===== src/rtl/upsampler.sv =====
// Polyphase interpolating FIR: each accepted input yields UPSAMPLE_FACTOR outputs,
// each produced by a sequential MAC over one coefficient phase of the delay line.
module upsampler #(
    parameter int IN_DATA_WIDTH   = 12,
    parameter int OUT_DATA_WIDTH  = 12,
    parameter int COEFF_WIDTH     = 8,
    parameter int UPSAMPLE_FACTOR = 4,
    parameter int TAPS_PER_PHASE  = 4
) (
    input  logic                                                   clk,
    input  logic                                                   rst_n,
    input  logic                                                   clear,
    input  logic                                                   in_valid,
    output logic                                                   in_ready,
    input  logic [IN_DATA_WIDTH-1:0]                               in_data,
    output logic                                                   out_valid,
    input  logic                                                   out_ready,
    output logic [OUT_DATA_WIDTH-1:0]                              out_data,
    input  logic                                                   coeff_we,
    input  logic [$clog2(UPSAMPLE_FACTOR*TAPS_PER_PHASE)-1:0]      coeff_addr,
    input  logic [COEFF_WIDTH-1:0]                                 coeff_wdata
);

    localparam int L        = UPSAMPLE_FACTOR;
    localparam int T        = TAPS_PER_PHASE;
    localparam int NUM_TAPS = L * T;
    localparam int AW       = $clog2(NUM_TAPS);
    localparam int TW       = (T > 1) ? $clog2(T) : 1;
    localparam int PW       = $clog2(L);
    localparam int PROD_W   = IN_DATA_WIDTH + COEFF_WIDTH;
    localparam int ACC_W    = IN_DATA_WIDTH + COEFF_WIDTH + $clog2(T) + 1;

    localparam logic signed [ACC_W-1:0] OUT_MAX =
        {{(ACC_W-OUT_DATA_WIDTH+1){1'b0}}, {(OUT_DATA_WIDTH-1){1'b1}}};
    localparam logic signed [ACC_W-1:0] OUT_MIN =
        {{(ACC_W-OUT_DATA_WIDTH+1){1'b1}}, {(OUT_DATA_WIDTH-1){1'b0}}};

    typedef enum logic [1:0] {
        S_IDLE,
        S_MAC,
        S_OUT
    } state_t;

    state_t state;
    state_t state_next;

    logic signed [COEFF_WIDTH-1:0]   coeff [NUM_TAPS];
    logic signed [IN_DATA_WIDTH-1:0] x     [T];
    logic [PW-1:0]                   phase;
    logic [TW-1:0]                   tap;
    logic [AW-1:0]                   cidx;
    logic signed [ACC_W-1:0]         acc;

    logic signed [PROD_W-1:0]        prod;
    logic signed [ACC_W-1:0]         sum;
    logic signed [ACC_W-1:0]         scaled;
    logic [OUT_DATA_WIDTH-1:0]       sat_val;
    logic                            last_tap;
    logic                            last_phase;

    assign last_tap   = (tap == TW'(T - 1));
    assign last_phase = (phase == PW'(L - 1));
    assign in_ready   = (state == S_IDLE);
    assign out_valid  = (state == S_OUT);

    // cidx walks phase, phase+L, phase+2L ... so no multiplier is needed for the index
    always_comb begin
        prod   = coeff[cidx] * x[tap];
        sum    = acc + ACC_W'(prod);
        scaled = sum >>> (COEFF_WIDTH - 1);
        if (scaled > OUT_MAX) begin
            sat_val = OUT_MAX[OUT_DATA_WIDTH-1:0];
        end else if (scaled < OUT_MIN) begin
            sat_val = OUT_MIN[OUT_DATA_WIDTH-1:0];
        end else begin
            sat_val = scaled[OUT_DATA_WIDTH-1:0];
        end
    end

    always_ff @(posedge clk or negedge rst_n) begin
        if (!rst_n) begin
            state <= S_IDLE;
        end else begin
            state <= state_next;
        end
    end

    always_comb begin
        state_next = state;
        unique case (state)
            S_IDLE: if (in_valid) state_next = S_MAC;
            S_MAC:  if (last_tap) state_next = S_OUT;
            S_OUT:  if (out_ready) state_next = last_phase ? S_IDLE : S_MAC;
            default: state_next = S_IDLE;
        endcase
        if (clear) begin
            state_next = S_IDLE;
        end
    end

    always_ff @(posedge clk or negedge rst_n) begin
        if (!rst_n) begin
            for (int i = 0; i < NUM_TAPS; i++) coeff[i] <= '0;
            for (int k = 0; k < T; k++) x[k] <= '0;
            phase    <= '0;
            tap      <= '0;
            cidx     <= '0;
            acc      <= '0;
            out_data <= '0;
        end else begin
            // Addresses at or beyond NUM_TAPS never match and are dropped
            for (int i = 0; i < NUM_TAPS; i++) begin
                if (coeff_we && coeff_addr == AW'(i)) coeff[i] <= coeff_wdata;
            end
            if (clear) begin
                for (int k = 0; k < T; k++) x[k] <= '0;
                phase <= '0;
                tap   <= '0;
                cidx  <= '0;
                acc   <= '0;
            end else begin
                unique case (state)
                    S_IDLE: begin
                        if (in_valid) begin
                            x[0] <= in_data;
                            for (int k = 1; k < T; k++) x[k] <= x[k-1];
                            phase <= '0;
                            tap   <= '0;
                            cidx  <= '0;
                            acc   <= '0;
                        end
                    end
                    S_MAC: begin
                        acc  <= sum;
                        tap  <= tap + TW'(1);
                        cidx <= cidx + AW'(L);
                        if (last_tap) out_data <= sat_val;
                    end
                    S_OUT: begin
                        if (out_ready && !last_phase) begin
                            phase <= phase + PW'(1);
                            tap   <= '0;
                            cidx  <= AW'(phase) + AW'(1);
                            acc   <= '0;
                        end
                    end
                    default: ;
                endcase
            end
        end
    end

endmodule


===== config.mk =====
export PLATFORM = sky130hd
export DESIGN_NAME = upsampler
export DESIGN_NICKNAME = d
export VERILOG_FILES = /design/src/rtl/upsampler.sv
export SDC_FILE = /design/constraint.sdc
export NUM_CORES = 1
export LEC_CHECK = 0
export CAP_MARGIN = 10
export CORE_ASPECT_RATIO = 0.7
export CORE_MARGIN = 1.5
export CORE_UTILIZATION = 35
export CTS_CLUSTER_DIAMETER = 150
export CTS_CLUSTER_SIZE = 8
export DETAILED_ROUTE_END_ITERATION = 8
export GPL_ROUTABILITY_DRIVEN = 0
export MAX_ROUTING_LAYER = met4
export SLEW_MARGIN = 20
export SYNTH_ARGS = -nofsm -noshare
export SYNTH_HDL_FRONTEND = slang
export SYNTH_SLANG_ARGS = --single-unit

===== constraint.sdc =====
create_clock -name clk -period 8 [get_ports clk]
set_input_delay 1.6 -clock clk [delete_from_list [all_inputs] [get_ports clk]]
set_output_delay 1.6 -clock clk [all_outputs]
set_load 0.1 [all_outputs]

==> flow_summary.ini <==
[status]
status = completed

[synthesis]
syn_nets = 1423
synth.most_common_cell = dfrtp_1
synth_ff_type = dfrtp_1
syn_area_sq_um = 14400
syn_inst = 1222
async_flop_share_pct = 100
ys_warn_count = 0
synthSimpleGateAreaFrac_pct = 10.1
yosysSeqAreaShare_pct = 38.3
synth_mux_area_share_pct = 18.4
synth.top_cell.area_share_pct = 38.3
synth_fa_ha_area_share_pct = 20.6
yosysTopAreaCell = dfrtp_1
synth_xor_area_share_pct = 1.39
synth_top_family_by_area = adder cells
synth_compound_gate_area_share_pct = 6.52
ys_ff_latch = 221
synth.area.top_cells = dfrtp_1 38%, fa_1 16%, mux2_2 10%, mux4_2 8.0%, ha_1 5.1%
synth.avg_cell_area_sq_um = 11.8
synth_common_cells = 221 x dfrtp_1, 131 x mux2_2, 116 x inv_1
synth.distinct_cells = 55
synth_edf_count = 0

[floorplan]
die_h_um = 173
fp.coreArea_sq_um = 40900
ioPinCount = 44
fp.dieArea_sq_um = 42500
start_util_pct = 35.3
placement_rows = 62
chipWidth_um = 246

[global_routing]
grt_max_degree = 164
grt_pass1_vias = 9676
grt_overflow = 0
grt_pass1_wl_mm = 54.8
gr-usage-all-layers_pct = 16.9
antenna_found_initial = 0

[clock_tree]
numCtsBuffers = 31
clockBufferDepth = 3
holdBufCountCts = 0
cts.root.buffer_cell = clkbuf_16
clock-sinks = 221
path_clk_slew_ns = 0.05
ctsHtreeMaxLevel = 1
clock_latency_ns = 0.56
cts_tree = built

[finish]
drive_gt1_share_pct = 19.4
nets = 1453
areaGrowthSynthToFinish_pct = 12.8
fin_cells = 1797
antenna_cells = 0

[placed_design]
placed_cells = 1763
dpl_worst_slack_ns = 0.291
dp_hpwl_mm = 23.8
port_buffers = 43

[sta]
hold_viol_final = 0
skew_ns = 0.0142
worst_pin_slew_ns = 1.13
fin_ws_ns = 0.466
post-route-min-period_ns = 7.53
slew_violations = 0
fmax_mhz = 133
setup_tns_ns = 0
relSlewSlack_pct = 24.6
setup_viol = 0
grt_setup_unrepaired = no
hold_ws_ns = 0.475
timing.final.crit_share_pct = 94.2

[power_and_ir_drop]
total_power_w = 0.00731
p_leak_nw = 7.24
peakVddDrop_mv = 0.451
powerDensity_nw_per_um2 = 449

[drt]
vias = 8987
drc = 0
ant_nets = 0
drt_pass1_iterations = 7
first_iter_violations = 551
via_per_inst = 5.00
avgRoutedWirePerCell_um = 18.4
drt-total-wl_mm = 33.1

[worst_setup_path]
timing.rr.start = cidx[0]
cp_data_required_time_ns = 8.39
r2r_setup_slack_ns = 0.47
critPathKind = flip-flop to flip-flop
cp-startpoint = cidx[0]
r2r.worst_path.cells = 21
crit_path_end = out_data[0]
cp.arrival_ns = 7.93
reg2reg_to = out_data[0]
crit_path_start_kind = flip-flop
worstPathMaxFanout = 17
cp-end-kind = flip-flop

[run]
cap_violations = 0

[min_path]
min_path_type = flip-flop to flip-flop
==> cell type report <==
class | instances | area (sq um)
fillers | 3876 | 24600
well taps | 544 | 681
clock inverters | 2 | 13.8
flip-flops and latches | 221 | 5530
inverters | 117 | 439
clock buffers | 32 | 779
repair buffers | 56 | 571
multi-input cells | 825 | 8280
==> per-stage QoR <==
step | utilization [%] | cell area [sq um]
2_1_floorplan | - | 14400
3_3_place_gp | 37.9 | 15500
3_5_place_dp | 37.9 | 15500
4_1_cts | 39.8 | 16300
5_1_grt | 39.8 | 16300
6_report | 39.8 | 16300
==> worst min-delay path by stage <==
stage | slack [ns] | start | endpoint | depth (start not counted)
6_report | 0.48 | x[6] | x[6] | 2
5_1_grt | 0.49 | acc[1] | acc[1] | 2
4_1_cts | 0.48 | x[6] | x[6] | 2
3_5_place_dp | 0.47 | x[6] | x[6] | 2
3_3_place_gp | 0.46 | x[7] | x[7] | 2
2_1_floorplan | 0.44 | acc[6] | acc[6] | 2
==> report_power, final <==
group	leakage [nW]	switching (W)	internal (W)
logic	4.06	0.00278	0.00190
registers	2.79	0.000149	0.00135
clock network	0.392	0.000458	0.000675
total	7.24	0.00338	0.00393
==> critical path, stage by stage (launching register included) <==
cell and delay [ns]:
dfrtp_2 0.53, buf_12 0.23, mux4_2 0.52, mux4_2 0.63, and2_1 0.21, fa_1 0.53
inv_1 0.05, fa_1 0.47, inv_1 0.06, fa_1 0.50, fa_1 0.51, fa_1 0.49
ha_1 0.37, o211ai_1 0.11, o21bai_1 0.35, o2111ai_2 0.17, a41o_1 0.28, o21ai_2 0.17
xor2_1 0.14, or3_1 0.41, o32ai_4 0.47, o22ai_1 0.18
==> logic make-up (layout without fill, tap and decap cells) <==
| group | after synthesis | in the layout |
|---|---|---|
| compound gates | 149 | 149 |
| xor+xnor | 23 | 23 |
| fa+ha+maj | 171 | 171 |
| buf+inv | 176 | 207 |
| flops | 221 | 221 |
| mux | 185 | 185 |
| simple gates | 297 | 297 |
==> registers in the layout, summed over array words and instances, names as in the netlist <==
| signal | count |
|---|---|
| acc | 23 |
| cidx | 4 |
| coeff | 128 |
| out_data | 12 |
| phase | 2 |
| state | 2 |
| tap | 2 |
| x | 48 |
==> layout by cell type (no fill, tap or decap), drive strengths merged, types with 42 or more instances in the layout <==
cell type / instances
nand2b: 53
dfrtp: 221
ha: 59
inv: 118
mux2: 131
o21ai: 76
nor2: 44
nand2: 114
and2: 57
mux4: 51
fa: 112
clkdlybuf4s50: 42
==> routing by layer <==
layer,up-vias,GRT usage (%),routed length [um]
met5,-,-,0
met2,164,24.3,14500
li1,4162,-,-
met3,32,2.81,1370
met4,0,3.14,482
met1,4629,25.0,16700
==> what timing repair did <==
action	4_1_cts	5_1_grt
setup endpoints to repair	0	11
resized for setup	0	2
setup buffers	0	0
No activity file was read; power rests on OpenSTA's default activity.
